--- config.mk ---
export PLATFORM = sky130hd
export DESIGN_NAME = mdu_iter_flat
export DESIGN_NICKNAME = d
export VERILOG_FILES = /design/src/rtl/mdu_iter_if.sv /design/src/rtl/mdu_iter.sv /design/src/flat_wrapper.sv
export SDC_FILE = /design/constraint.sdc
export NUM_CORES = 1
export LEC_CHECK = 0
export ABC_AREA = 1
export CORE_MARGIN = 3
export CORE_UTILIZATION = 29
export DETAILED_ROUTE_END_ITERATION = 6
export HOLD_SLACK_MARGIN = 0.08
export PLACE_DENSITY = 0.5
export SLEW_MARGIN = 30
export SYNTH_ARGS = -nofsm -noshare
export SYNTH_HDL_FRONTEND = slang
export SYNTH_SLANG_ARGS = --single-unit
--- constraint.sdc ---
create_clock -name clk -period 2.1 [get_ports clk]
set_input_delay 0.315 -clock clk [delete_from_list [all_inputs] [get_ports clk]]
set_output_delay 0.315 -clock clk [all_outputs]
set_load 0.01 [all_outputs]
--- src/rtl/mdu_iter_if.sv ---
// -----------------------------------------------------------------------------
// mdu_iter_if
// Issue/result bundle between the execute stage and the iterative
// multiply/divide unit.
//
// Signals:
//   start  : issue request, sampled only while the unit is idle
//   op     : 00 mult, 01 multu, 10 div, 11 divu
//   a, b   : rs / rt operands, sampled with start
//   hi_we  : mthi strobe (idle only)
//   lo_we  : mtlo strobe (idle only)
//   wdata  : data for mthi/mtlo
//   busy   : operation in flight
//   done   : one-cycle pulse, result committed to hi/lo
//   hi, lo : architectural HI/LO registers
//
// Modports: master drives the request side (execute stage / testbench),
//           slave is the unit itself.
// -----------------------------------------------------------------------------
interface mdu_iter_if #(
  parameter int WIDTH = 32
);
  logic             start;
  logic [1:0]       op;
  logic [WIDTH-1:0] a;
  logic [WIDTH-1:0] b;
  logic             hi_we;
  logic             lo_we;
  logic [WIDTH-1:0] wdata;
  logic             busy;
  logic             done;
  logic [WIDTH-1:0] hi;
  logic [WIDTH-1:0] lo;

  modport master (
    output start, op, a, b, hi_we, lo_we, wdata,
    input  busy, done, hi, lo
  );

  modport slave (
    input  start, op, a, b, hi_we, lo_we, wdata,
    output busy, done, hi, lo
  );
endinterface

--- src/rtl/mdu_iter.sv ---
// -----------------------------------------------------------------------------
// mdu_iter
// Iterative multiply/divide unit for the MIPS execute stage. Runs mult,
// multu, div and divu one radix-2 step per clock and owns the HI/LO
// registers (also written by mthi/mtlo while idle).
//
// Ports:
//   clk   : rising-edge clock
//   rst_n : synchronous active-low reset
//   bus   : mdu_iter_if.slave (start/op/a/b, hi_we/lo_we/wdata,
//           busy/done, hi/lo)
//
// Parameters:
//   WIDTH : operand and HI/LO width (even, >= 4)
//   CNT_W : step counter width, 2**CNT_W > WIDTH
//
// Build option:
//   MDU_FAST_MUL_EN : when defined, mult/multu use the native multiplier
//                     and complete one edge after issue; divides are
//                     unchanged. HI/LO results are identical either way.
//
// Timing (iterative path): issue at edge E0, WIDTH steps on E1..E_WIDTH,
// result and done after E_WIDTH+1.
// -----------------------------------------------------------------------------
module mdu_iter #(
  parameter int WIDTH = 32,
  parameter int CNT_W = 6
) (
  input  logic        clk,
  input  logic        rst_n,
  mdu_iter_if.slave   bus
);

  typedef enum logic [1:0] {
    ST_IDLE = 2'd0,
    ST_RUN  = 2'd1,
    ST_FIX  = 2'd2
  } state_t;

  localparam logic [CNT_W-1:0] LAST_STEP = CNT_W'(WIDTH - 1);
  localparam logic [WIDTH-1:0] ONE_W     = {{(WIDTH-1){1'b0}}, 1'b1};

  state_t               r_state;
  state_t               w_next;
  logic [1:0]           r_op;
  logic [CNT_W-1:0]     r_cnt;
  // Multiply: {partial product high, remaining multiplier bits}.
  // Divide:   {partial remainder, dividend bits / quotient bits}.
  logic [2*WIDTH-1:0]   r_acc;
  // Multiplicand magnitude for multiply, divisor magnitude for divide.
  logic [WIDTH-1:0]     r_opd;
  logic                 r_neg_q;
  logic                 r_neg_r;
  logic                 r_b_zero;
  logic [WIDTH-1:0]     r_a_orig;
  logic [WIDTH-1:0]     r_hi;
  logic [WIDTH-1:0]     r_lo;
  logic                 r_busy;
  logic                 r_done;

  logic                 w_signed;
  logic                 w_a_neg;
  logic                 w_b_neg;
  logic [WIDTH-1:0]     w_a_mag;
  logic [WIDTH-1:0]     w_b_mag;
  logic [WIDTH:0]       w_mul_sum;
  logic [WIDTH:0]       w_div_diff;
  logic [2*WIDTH-1:0]   w_step;
  logic [2*WIDTH-1:0]   w_prod;
  logic [2*WIDTH-1:0]   w_prod_fix;
  logic [WIDTH-1:0]     w_quo_fix;
  logic [WIDTH-1:0]     w_rem_fix;
  logic [WIDTH-1:0]     w_res_hi;
  logic [WIDTH-1:0]     w_res_lo;

  // Operand magnitudes and sign flags for the issue edge; op[0]=0 is signed.
  always_comb begin
    w_signed = ~bus.op[0];
    w_a_neg  = w_signed & bus.a[WIDTH-1];
    w_b_neg  = w_signed & bus.b[WIDTH-1];
    if (w_a_neg) begin
      w_a_mag = ~bus.a + ONE_W;
    end else begin
      w_a_mag = bus.a;
    end
    if (w_b_neg) begin
      w_b_mag = ~bus.b + ONE_W;
    end else begin
      w_b_mag = bus.b;
    end
  end

  // One radix-2 step: shift-add multiply or restoring shift-subtract divide.
  always_comb begin
    // The extra top bit keeps the carry of the high half during the add.
    if (r_acc[0]) begin
      w_mul_sum = {1'b0, r_acc[2*WIDTH-1:WIDTH]} + {1'b0, r_opd};
    end else begin
      w_mul_sum = {1'b0, r_acc[2*WIDTH-1:WIDTH]};
    end
    // Trial subtract on the left-shifted remainder; borrow means restore.
    w_div_diff = r_acc[2*WIDTH-1:WIDTH-1] - {1'b0, r_opd};
    if (r_op[1]) begin
      if (w_div_diff[WIDTH]) begin
        w_step = {r_acc[2*WIDTH-2:0], 1'b0};
      end else begin
        w_step = {w_div_diff[WIDTH-1:0], r_acc[WIDTH-2:0], 1'b1};
      end
    end else begin
      w_step = {w_mul_sum, r_acc[WIDTH-1:1]};
    end
  end

  // Sign correction and divide-by-zero override applied in FIX.
  always_comb begin
`ifdef MDU_FAST_MUL_EN
    w_prod = {{WIDTH{1'b0}}, r_opd} * {{WIDTH{1'b0}}, r_acc[WIDTH-1:0]};
`else
    w_prod = r_acc;
`endif
    if (r_neg_q) begin
      w_prod_fix = ~w_prod + {{(2*WIDTH-1){1'b0}}, 1'b1};
      w_quo_fix  = ~r_acc[WIDTH-1:0] + ONE_W;
    end else begin
      w_prod_fix = w_prod;
      w_quo_fix  = r_acc[WIDTH-1:0];
    end
    if (r_neg_r) begin
      w_rem_fix = ~r_acc[2*WIDTH-1:WIDTH] + ONE_W;
    end else begin
      w_rem_fix = r_acc[2*WIDTH-1:WIDTH];
    end
    if (!r_op[1]) begin
      w_res_hi = w_prod_fix[2*WIDTH-1:WIDTH];
      w_res_lo = w_prod_fix[WIDTH-1:0];
    end else if (r_b_zero) begin
      w_res_hi = r_a_orig;
      w_res_lo = {WIDTH{1'b1}};
    end else begin
      w_res_hi = w_rem_fix;
      w_res_lo = w_quo_fix;
    end
  end

  // Next-state logic of the IDLE/RUN/FIX controller.
  always_comb begin
    w_next = r_state;
    case (r_state)
      ST_IDLE: begin
        if (bus.start) begin
`ifdef MDU_FAST_MUL_EN
          if (!bus.op[1]) begin
            w_next = ST_FIX;
          end else begin
            w_next = ST_RUN;
          end
`else
          w_next = ST_RUN;
`endif
        end else begin
          w_next = ST_IDLE;
        end
      end
      ST_RUN: begin
        if (r_cnt == LAST_STEP) begin
          w_next = ST_FIX;
        end else begin
          w_next = ST_RUN;
        end
      end
      ST_FIX:  w_next = ST_IDLE;
      default: w_next = ST_IDLE;
    endcase
  end

  // Controller state register.
  always_ff @(posedge clk) begin
    if (!rst_n) begin
      r_state <= ST_IDLE;
    end else begin
      r_state <= w_next;
    end
  end

  // Datapath, HI/LO and registered handshake outputs.
  always_ff @(posedge clk) begin
    if (!rst_n) begin
      r_op     <= 2'b00;
      r_cnt    <= {CNT_W{1'b0}};
      r_acc    <= {(2*WIDTH){1'b0}};
      r_opd    <= {WIDTH{1'b0}};
      r_neg_q  <= 1'b0;
      r_neg_r  <= 1'b0;
      r_b_zero <= 1'b0;
      r_a_orig <= {WIDTH{1'b0}};
      r_hi     <= {WIDTH{1'b0}};
      r_lo     <= {WIDTH{1'b0}};
      r_busy   <= 1'b0;
      r_done   <= 1'b0;
    end else begin
      case (r_state)
        ST_IDLE: begin
          if (bus.hi_we) begin
            r_hi <= bus.wdata;
          end
          if (bus.lo_we) begin
            r_lo <= bus.wdata;
          end
          if (bus.start) begin
            r_op     <= bus.op;
            r_cnt    <= {CNT_W{1'b0}};
            r_neg_q  <= w_a_neg ^ w_b_neg;
            r_neg_r  <= w_a_neg;
            r_b_zero <= (bus.b == {WIDTH{1'b0}});
            r_a_orig <= bus.a;
            // High half cleared; low half holds the bits consumed by the steps.
            if (bus.op[1]) begin
              r_opd <= w_b_mag;
              r_acc <= {{WIDTH{1'b0}}, w_a_mag};
            end else begin
              r_opd <= w_a_mag;
              r_acc <= {{WIDTH{1'b0}}, w_b_mag};
            end
          end
        end
        ST_RUN: begin
          r_acc <= w_step;
          r_cnt <= r_cnt + {{(CNT_W-1){1'b0}}, 1'b1};
        end
        ST_FIX: begin
          r_hi <= w_res_hi;
          r_lo <= w_res_lo;
        end
        default: begin
          r_cnt <= {CNT_W{1'b0}};
        end
      endcase
      r_busy <= (w_next != ST_IDLE);
      r_done <= (r_state == ST_FIX);
    end
  end

  assign bus.busy = r_busy;
  assign bus.done = r_done;
  assign bus.hi   = r_hi;
  assign bus.lo   = r_lo;

endmodule

--- src/flat_wrapper.sv ---
// flat-port wrapper written by rule: the top's interface ports become plain ports
module mdu_iter_flat 
#(
  parameter int WIDTH = 32,
  parameter int CNT_W = 6
)
  (clk, rst_n, bus_start, bus_op, bus_a, bus_b, bus_hi_we, bus_lo_we, bus_wdata, bus_busy, bus_done, bus_hi, bus_lo);
  mdu_iter_if #(.WIDTH(WIDTH)) bus_i ();
  input  logic clk;
  input  logic rst_n;
  input wire logic [$bits(bus_i.start)-1:0] bus_start;
  input wire logic [$bits(bus_i.op)-1:0] bus_op;
  input wire logic [$bits(bus_i.a)-1:0] bus_a;
  input wire logic [$bits(bus_i.b)-1:0] bus_b;
  input wire logic [$bits(bus_i.hi_we)-1:0] bus_hi_we;
  input wire logic [$bits(bus_i.lo_we)-1:0] bus_lo_we;
  input wire logic [$bits(bus_i.wdata)-1:0] bus_wdata;
  output wire logic [$bits(bus_i.busy)-1:0] bus_busy;
  output wire logic [$bits(bus_i.done)-1:0] bus_done;
  output wire logic [$bits(bus_i.hi)-1:0] bus_hi;
  output wire logic [$bits(bus_i.lo)-1:0] bus_lo;
  assign bus_i.start = bus_start;
  assign bus_i.op = bus_op;
  assign bus_i.a = bus_a;
  assign bus_i.b = bus_b;
  assign bus_i.hi_we = bus_hi_we;
  assign bus_i.lo_we = bus_lo_we;
  assign bus_i.wdata = bus_wdata;
  assign bus_busy = bus_i.busy;
  assign bus_done = bus_i.done;
  assign bus_hi = bus_i.hi;
  assign bus_lo = bus_i.lo;
  mdu_iter #(.WIDTH(WIDTH), .CNT_W(CNT_W)) u_core (.clk(clk), .rst_n(rst_n), .bus(bus_i));
endmodule
==> out/summary.txt, run 1 <==
Time the final worst path needs with I/O delays and setup -> 2.34 ns
Post-route worst hold slack -> 0.185 ns
Kind of cell adding the most delay to the critical path -> simple AND/OR/NAND/NOR gates
Slowest stage cell on the critical path -> sky130_fd_sc_hd__dfxtp_1
IO Count -> 169
Power density over the cells -> 667 mW/mm^2
Arrival @ worst endpoint -> 2.85 ns
Number of global-route vias before repair -> 24,685
MaxCap Viol Count -> 0
Number of nets in the synthesized netlist -> 3,857
Mean number of vias per cell -> 4.98
Synthesis warning total -> 0
Number of violations reported at the end of detailed-routing iteration 0 -> 2,325
Flops & latches, synth -> 206
Cell breakdown of the critical path -> ha_1 > nand2_2 > nor2_1 > nor2_2 > nand2_2 > a21oi_4 > buf_4 > nand3_2 > nand2_8 > clkbuf_16 > nand2_1 > nand3_1 > nand2_1 > a21oi_2
Antenna Violating Nets Remaining -> 0
End point of the worst hold path -> u_core.r_acc[2]$_SDFFE_PN0P_
Total routing usage reported by global routing -> 28.0%
Placement Rows -> 96
Portion of the post-synthesis area used by sequential elements -> 20.3%
Top cells by instance count after synthesis -> sky130_fd_sc_hd__nand2_1 (1,135), sky130_fd_sc_hd__inv_1 (496), sky130_fd_sc_hd__a21oi_1 (375), sky130_fd_sc_hd__nor2_1 (291), sky130_fd_sc_hd__o21ai_0 (290)
Required time of the worst setup path -> 2.61 ns
Syn Std Cell Area -> 0.0204 sq mm
Commonest register cell after synthesis -> sky130_fd_sc_hd__dfxtp_1
Yosys cell types -> 54
Horizontal die dimension -> 271 um
Clock net sink count -> 206
CTS buffer count -> 29
Footprint of the flip-flops and latches -> 0.00422 sq mm
Fin. Hold Viols -> 0
Synthesized area divided by synthesized cell count -> 5.53 sq um
IO Port Bufs -> 168
Maximum clock insertion buffer count -> 3
Endpoint type of the worst setup path -> flop
Most frequently used cell type in the post-synthesis netlist -> sky130_fd_sc_hd__nand2_1
TritonCTS clock tree -> yes
Number of antenna violations at the first check in global routing -> 0
Launch instance of the worst register-to-register path -> u_core.r_acc[61]$_SDFFE_PN0P_
Number of instances in the synthesized netlist -> 3,683
Final cell utilization of the core -> 45.6%
Endpoints failing setup -> 33
FMAX -> 428 MHz
Unrepaired setup endpoints after global routing -> yes
Slew Viols, Final -> 0
Number of iterations in the first detailed-routing pass -> 7
Worst setup slack after layout -> -0.238 ns
Source-to-sink clock delay at the later pin of the worst-skew pair -> 0.60 ns
Area grow syn2layout -> 54.6%
Post-synth top area cell -> sky130_fd_sc_hd__nand2_1
Cell count of the worst hold path -> 3
Critical-path maximum fanout -> 9
Violations in the final reports -> DRC, setup timing
Ant. Diodes -> 0
Std-Cell Core Area -> 0.0691 sq mm
Number of remaining DRC errors -> 1
Final critical-path share of the clock period -> 111%
Maximum vdd ir drop -> 0.000658 V
Filler instances -> 7,461
Area share of the leading cell type in the synthesized netlist -> 20.9%
Die Span Y -> 271 um
Multi-input logic area -> 0.0153 sq mm
Synth top area cells -> sky130_fd_sc_hd__nand2_1 (21%), sky130_fd_sc_hd__dfxtp_1 (20%), sky130_fd_sc_hd__a21oi_1 (9.2%)
Path type of the worst setup path -> flop to flop
Routability-driven placement congestion ratio -> 1.02
Setup slack, reg-to-reg -> -0.24 ns
Worst stage delay on the critical path -> 0.48 ns
Share of async-settable or async-resettable flops after synthesis -> 0%
EDFF count, synth -> 0
Nets -> 4,660
Pleak -> 15.2 nW
Number of vias in the routed layout -> 27,102
Outcome -> finished, violations left
# H-tree levels -> 1
Capturing point of the worst reg2reg path -> u_core.r_acc[48]$_SDFFE_PN0P_
Initial Util -> 29.5%
Half-perimeter wire length after detailed placement -> 88,700 um
Slew of the pin with the lowest slew margin -> 0.710 ns
Critical Path Start Type -> flop
Overall die area -> 0.0734 sq mm
Wirelength, routed -> 108,000 um
Worst slew margin relative to its limit -> 52.3%
Buf/Inv on CP -> 2
Clock transition at the registers of the reported paths -> 0.07 ns
FF-to-FF path depth -> 14
Grt ovf -> 0
Skew final -> 0.0340 ns
Fraction of final layout cells with drive strength greater than 1 -> 29.4%
Cell at the root of the clock tree -> sky130_fd_sc_hd__clkbuf_16
Wire length of the first global-routing pass -> 157,000 um
Pin count of the biggest net entering global routing -> 78
DR WL/cell -> 19.9 um
Min-Delay Startpoint -> rst_n
Number of hold buffers added after CTS -> 0
Type of the most critical hold path -> primary input to flop
-- kinds of logic (layout without fill, tap and decap cells) --
kind of cell / Yosys count / in the layout / synth area share (%)
xor gates and xnor gates: 74 / 74 / 3.18
adders and majority gates: 71 / 71 / 4.44
AOI/OAI and AO/OA: 802 / 802 / 21.3
DFF: 206 / 206 / 20.3
buffers and inverters: 680 / 1503 / 12.9
and+or+nand+nor: 1850 / 1850 / 37.9
-- worst min-delay path: cells and delay by family --
family,cells,cell delay [ns]
buf+inv,1,0.24
compound gates,2,0.18
-- power by group --
| part | internal, mW | leakage (nW) | switching (mW) | total [mW] |
|---|---|---|---|---|
| combinational | 4.91 | 13.0 | 6.40 | 11.3 |
| sequential | 4.28 | 1.72 | 0.379 | 4.66 |
| clock | 2.96 | 0.452 | 2.08 | 5.04 |
| total | 12.1 | 15.2 | 8.86 | 21.0 |
-- registers in the layout, summed over array words and instances, names as in the netlist --
name             count
u_core.r_acc        64
u_core.bus.hi       32
u_core.bus.lo       32
u_core.r_a_orig     32
u_core.r_opd        32
u_core.r_cnt         6
u_core.r_state       2
u_core.bus.busy      1
u_core.bus.done      1
u_core.r_b_zero      1
u_core.r_neg_q       1
u_core.r_neg_r       1
u_core.r_op          1
-- through the flow --
stage	instance area (sq um)	instances	TNS, ns	total power, mW	worst slack, ns
after floorplan	20400	3683	-1.24	9.44	-0.0476
after CTS	30200	5410	-4.71	19.9	-0.206
after global placement	28400	5355	-24.16	14.4	-0.566
after global routing	31500	5437	-10.16	22.1	-0.327
final	31500	5437	-6.16	21.0	-0.238
after detailed placement	28400	5355	-24.68	14.4	-0.611
-- per-layer routing --
layer / up-vias / GRT usage [%] / routed length, um
li1: 13478 / - / -
met1: 12481 / 40.6 / 50800
met2: 977 / 42.0 / 45400
met3: 166 / 2.90 / 7070
met4: 0 / 11.2 / 5020
met5: - / 0 / 0
-- layout by cell type (no fill, tap or decap), types with 39 or more instances in the layout --
| cell type | Yosys | routed |
|---|---|---|
| sky130_fd_sc_hd__nor2_2 | 14 | 71 |
| sky130_fd_sc_hd__a21oi_2 | 28 | 64 |
| sky130_fd_sc_hd__dfxtp_1 | 206 | 154 |
| sky130_fd_sc_hd__buf_4 | 2 | 727 |
| sky130_fd_sc_hd__dfxtp_2 | 0 | 39 |
| sky130_fd_sc_hd__inv_1 | 496 | 469 |
| sky130_fd_sc_hd__nand2_1 | 1135 | 1027 |
| sky130_fd_sc_hd__xor2_1 | 49 | 48 |
| sky130_fd_sc_hd__nand3_1 | 271 | 231 |
| sky130_fd_sc_hd__o21ai_0 | 290 | 266 |
| sky130_fd_sc_hd__ha_4 | 0 | 44 |
| sky130_fd_sc_hd__nand2_2 | 10 | 104 |
| sky130_fd_sc_hd__o21ai_1 | 27 | 41 |
| sky130_fd_sc_hd__nor2_1 | 291 | 212 |
| sky130_fd_sc_hd__a21oi_1 | 375 | 339 |
| sky130_fd_sc_hd__clkdlybuf4s50_1 | 0 | 166 |
| sky130_fd_sc_hd__nand3_2 | 3 | 40 |
| sky130_fd_sc_hd__nand4_1 | 41 | 41 |
-- layout make-up --
class / instances / area share, %
Timing Repair Buffer: 937 / 25.0
Multi-Input combinational cell: 2797 / 48.6
Inverter: 515 / 6.24
Clock inverter: 10 / 0.398
Clock buffer: 41 / 2.61
Tap cell: 931 / 3.70
Sequential cell: 206 / 13.4
-- worst max path at each step --
stage	start	cells after the start	slack, ns	to
after floorplan	u_core.r_acc[31]$_SDFFE_PN0P_	19	-0.05	u_core.r_acc[51]$_SDFFE_PN0P_
after CTS	u_core.r_acc[31]$_SDFFE_PN0P_	20	-0.21	u_core.r_acc[32]$_SDFFE_PN0P_
after detailed placement	bus_a[0]	17	-0.61	u_core.r_opd[22]$_SDFFE_PN0P_
after global placement	bus_a[0]	17	-0.57	u_core.r_opd[22]$_SDFFE_PN0P_
final	u_core.r_acc[61]$_SDFFE_PN0P_	14	-0.24	u_core.r_acc[48]$_SDFFE_PN0P_
after global routing	u_core.r_acc[31]$_SDFFE_PN0P_	19	-0.33	u_core.r_acc[51]$_SDFFE_PN0P_
-- what timing repair did --
| action | CTS | global route |
|---|---|---|
| pin swaps | 35 | 82 |
| resized for setup | 199 | 300 |
| buffers inserted | 4 | 23 |
| gates cloned | 0 | 5 |
| endpoints found under the setup margin | 60 | 77 |
Power figures use the tool's default switching activity.
==> run 2, diff against run 1 <==
CTS_CLUSTER_SIZE = 24   (was not set)
PLACE_DENSITY = not set   (was 0.5)
==> out/summary.txt, run 2 (same netlist as run 1, synthesis figures left out) <==
Number of remaining DRC errors -> 0
Critical Path Start Type -> flop
Unrepaired setup endpoints after global routing -> yes
FMAX -> 411 MHz
Placement Rows -> 96
Dominant cell type by count on the critical path -> sky130_fd_sc_hd__nand2_4
Path type of the worst setup path -> flop to flop
Kind of cell adding the most delay to the critical path -> simple AND/OR/NAND/NOR gates
Clock transition at the registers of the reported paths -> 0.06 ns
Grt ovf -> 0
Overall die area -> 0.0734 sq mm
Clock net sink count -> 206
IO Port Bufs -> 168
Endpoints failing setup -> 33
Slew of the pin with the lowest slew margin -> 0.655 ns
Antenna Violating Nets Remaining -> 0
Met2 Track Usage GR -> 43.0%
Power density over the cells -> 684 mW/mm^2
Maximum clock insertion buffer count -> 3
Number of violations reported at the end of detailed-routing iteration 0 -> 3,020
Fin. Hold Viols -> 0
Most flop-heavy register -> u_core.r_acc
Worst slew margin relative to its limit -> 56.0%
Fraction of final layout cells with drive strength greater than 1 -> 27.8%
Grt peak-use layer -> met2
Critical-path maximum fanout -> 11
Area grow syn2layout -> 52.6%
Maximum vdd ir drop -> 0.000673 V
Post-route worst hold slack -> 0.105 ns
Endpoint type of the worst setup path -> flop
IO Count -> 169
Arrival @ worst endpoint -> 2.93 ns
Nets -> 4,651
Number of iterations in the first detailed-routing pass -> 6
Number of global-route vias before repair -> 24,883
Sum of negative setup slack -> -8.56 ns
Number of antenna violations at the first check in global routing -> 0
Cell at the root of the clock tree -> sky130_fd_sc_hd__clkbuf_16
Horizontal die dimension -> 271 um
Slew Viols, Final -> 0
Total routing usage reported by global routing -> 27.4%
MaxCap Viol Count -> 0
Skew final -> 0.0268 ns
Worst stage delay on the critical path -> 0.39 ns
Pleak -> 15.1 nW
Layout Cells excl Fill -> 5,430
Std-Cell Core Area -> 0.0691 sq mm
Wire length of the first global-routing pass -> 154,000 um
Buf/Inv on CP -> 3
Most frequent standard cell in the layout excluding fill and tap cells -> sky130_fd_sc_hd__nand2_1
TritonCTS clock tree -> yes
Routability-driven placement congestion ratio -> 1.01
Violations in the final reports -> setup timing
Die Span Y -> 271 um
Commonest cells after routing, fill and taps aside -> sky130_fd_sc_hd__nand2_1 (1,061), sky130_fd_sc_hd__buf_4 (724), sky130_fd_sc_hd__inv_1 (467), sky130_fd_sc_hd__a21oi_1 (345), sky130_fd_sc_hd__o21ai_0 (274)
Pin count of the biggest net entering global routing -> 73
Number of hold buffers added after CTS -> 0
Filler instances -> 7,335
Wirelength, routed -> 106,000 um
Number of vias in the routed layout -> 27,460
DR WL/cell -> 19.6 um
Worst setup slack after layout -> -0.332 ns
Met1 Use GR -> 38.4%
Mean number of vias per cell -> 5.06
Placed cell count -> 5,336
Half-perimeter wire length after detailed placement -> 86,500 um
Slowest stage cell on the critical path -> sky130_fd_sc_hd__fa_2
Final critical-path share of the clock period -> 116%
Global-route track usage on met3 -> 3.30%
Outcome -> finished, violations left
Initial Util -> 29.5%
Required time of the worst setup path -> 2.60 ns
# H-tree levels -> 1
Type of the most critical hold path -> primary input to flop
Pre-CTS worst setup slack -> -0.467 ns
Time the final worst path needs with I/O delays and setup -> 2.43 ns
Cell breakdown of the critical path -> inv_2 > ha_4 > fa_2 > inv_2 > nand3_2 > nand2_4 > nand2_4 > nand2_4 > nand2_4 > nand2_4 > nand2_4 > nand2_4 > nand2_2 > nand2_4 > clkbuf_16 > nand2_1 > nand3_1 > nand2_1 > a21oi_2
CTS buffer count -> 27
Max reg flops -> 64
Source-to-sink clock delay at the later pin of the worst-skew pair -> 0.60 ns
[run 2: path summary, 6_finish.rpt]
kind	start	to	slack, ns	depth (start not counted)
min	rst_n	u_core.r_a_orig[9]$_SDFFE_PN0P_	0.11	3
min reg2reg	u_core.r_a_orig[12]$_SDFFE_PN0P_	u_core.r_a_orig[12]$_SDFFE_PN0P_	0.45	2
max	u_core.r_acc[31]$_SDFFE_PN0P_	u_core.r_acc[38]$_SDFFE_PN0P_	-0.33	19
max reg2reg	u_core.r_acc[31]$_SDFFE_PN0P_	u_core.r_acc[38]$_SDFFE_PN0P_	-0.33	19
[run 2: cell type report]
| class | count | area (sq um) | share of cell area [%] |
|---|---|---|---|
| tap | 931 | 1160 | 3.75 |
| inverter | 515 | 1960 | 6.31 |
| multi-input combinational | 2797 | 14900 | 48.1 |
| antenna | 1 | 2.50 | 0.00805 |
| clock buffer | 35 | 766 | 2.46 |
| sequential | 206 | 4210 | 13.6 |
| timing repair buffer | 930 | 7770 | 25.0 |
| clock inverter | 15 | 253 | 0.813 |
[run 2: per-stage QoR]
stage	total power [mW]	util, %	cell area, sq um
final	21.3	45.0	31100
after detailed placement	14.3	40.8	28200
after CTS	20.1	43.1	29700
after floorplan	9.44	-	20400
after global routing	22.3	45.0	31100
after global placement	14.3	40.8	28200
[run 2: report_power, final]
part           switching, mW  total, mW  leakage [nW]  internal (mW)
Combinational           6.36       11.2          12.9           4.84
Clock                   2.07       5.39         0.497           3.32
Sequential             0.382       4.67          1.72           4.28
Total                   8.81       21.3          15.1           12.4
[run 2: worst reg2reg max path: stages (launching register included)]
cell	delay [ns]
sky130_fd_sc_hd__dfxtp_2	0.35
sky130_fd_sc_hd__inv_2	0.06
sky130_fd_sc_hd__ha_4	0.16
sky130_fd_sc_hd__fa_2	0.39
sky130_fd_sc_hd__inv_2	0.07
sky130_fd_sc_hd__nand3_2	0.08
sky130_fd_sc_hd__nand2_4	0.11
sky130_fd_sc_hd__nand2_4	0.05
sky130_fd_sc_hd__nand2_4	0.08
sky130_fd_sc_hd__nand2_4	0.05
sky130_fd_sc_hd__nand2_4	0.07
sky130_fd_sc_hd__nand2_4	0.07
sky130_fd_sc_hd__nand2_4	0.08
sky130_fd_sc_hd__nand2_2	0.06
sky130_fd_sc_hd__nand2_4	0.14
sky130_fd_sc_hd__clkbuf_16	0.19
sky130_fd_sc_hd__nand2_1	0.05
sky130_fd_sc_hd__nand3_1	0.08
sky130_fd_sc_hd__nand2_1	0.07
sky130_fd_sc_hd__a21oi_2	0.13
[run 2: metal layers]
metal,share of wire (%),up-vias
met1,44,12654
li1,-,13462
met2,44,1152
met5,0,-
met3,8.2,192
met4,4.1,0
[run 2: repair_timing]
item                                    4_1_cts  5_1_grt
endpoints found under the setup margin       54       89
pin swaps                                    22       86
resized for setup                           122      315
gates cloned                                  1        3
buffers inserted                             10       30
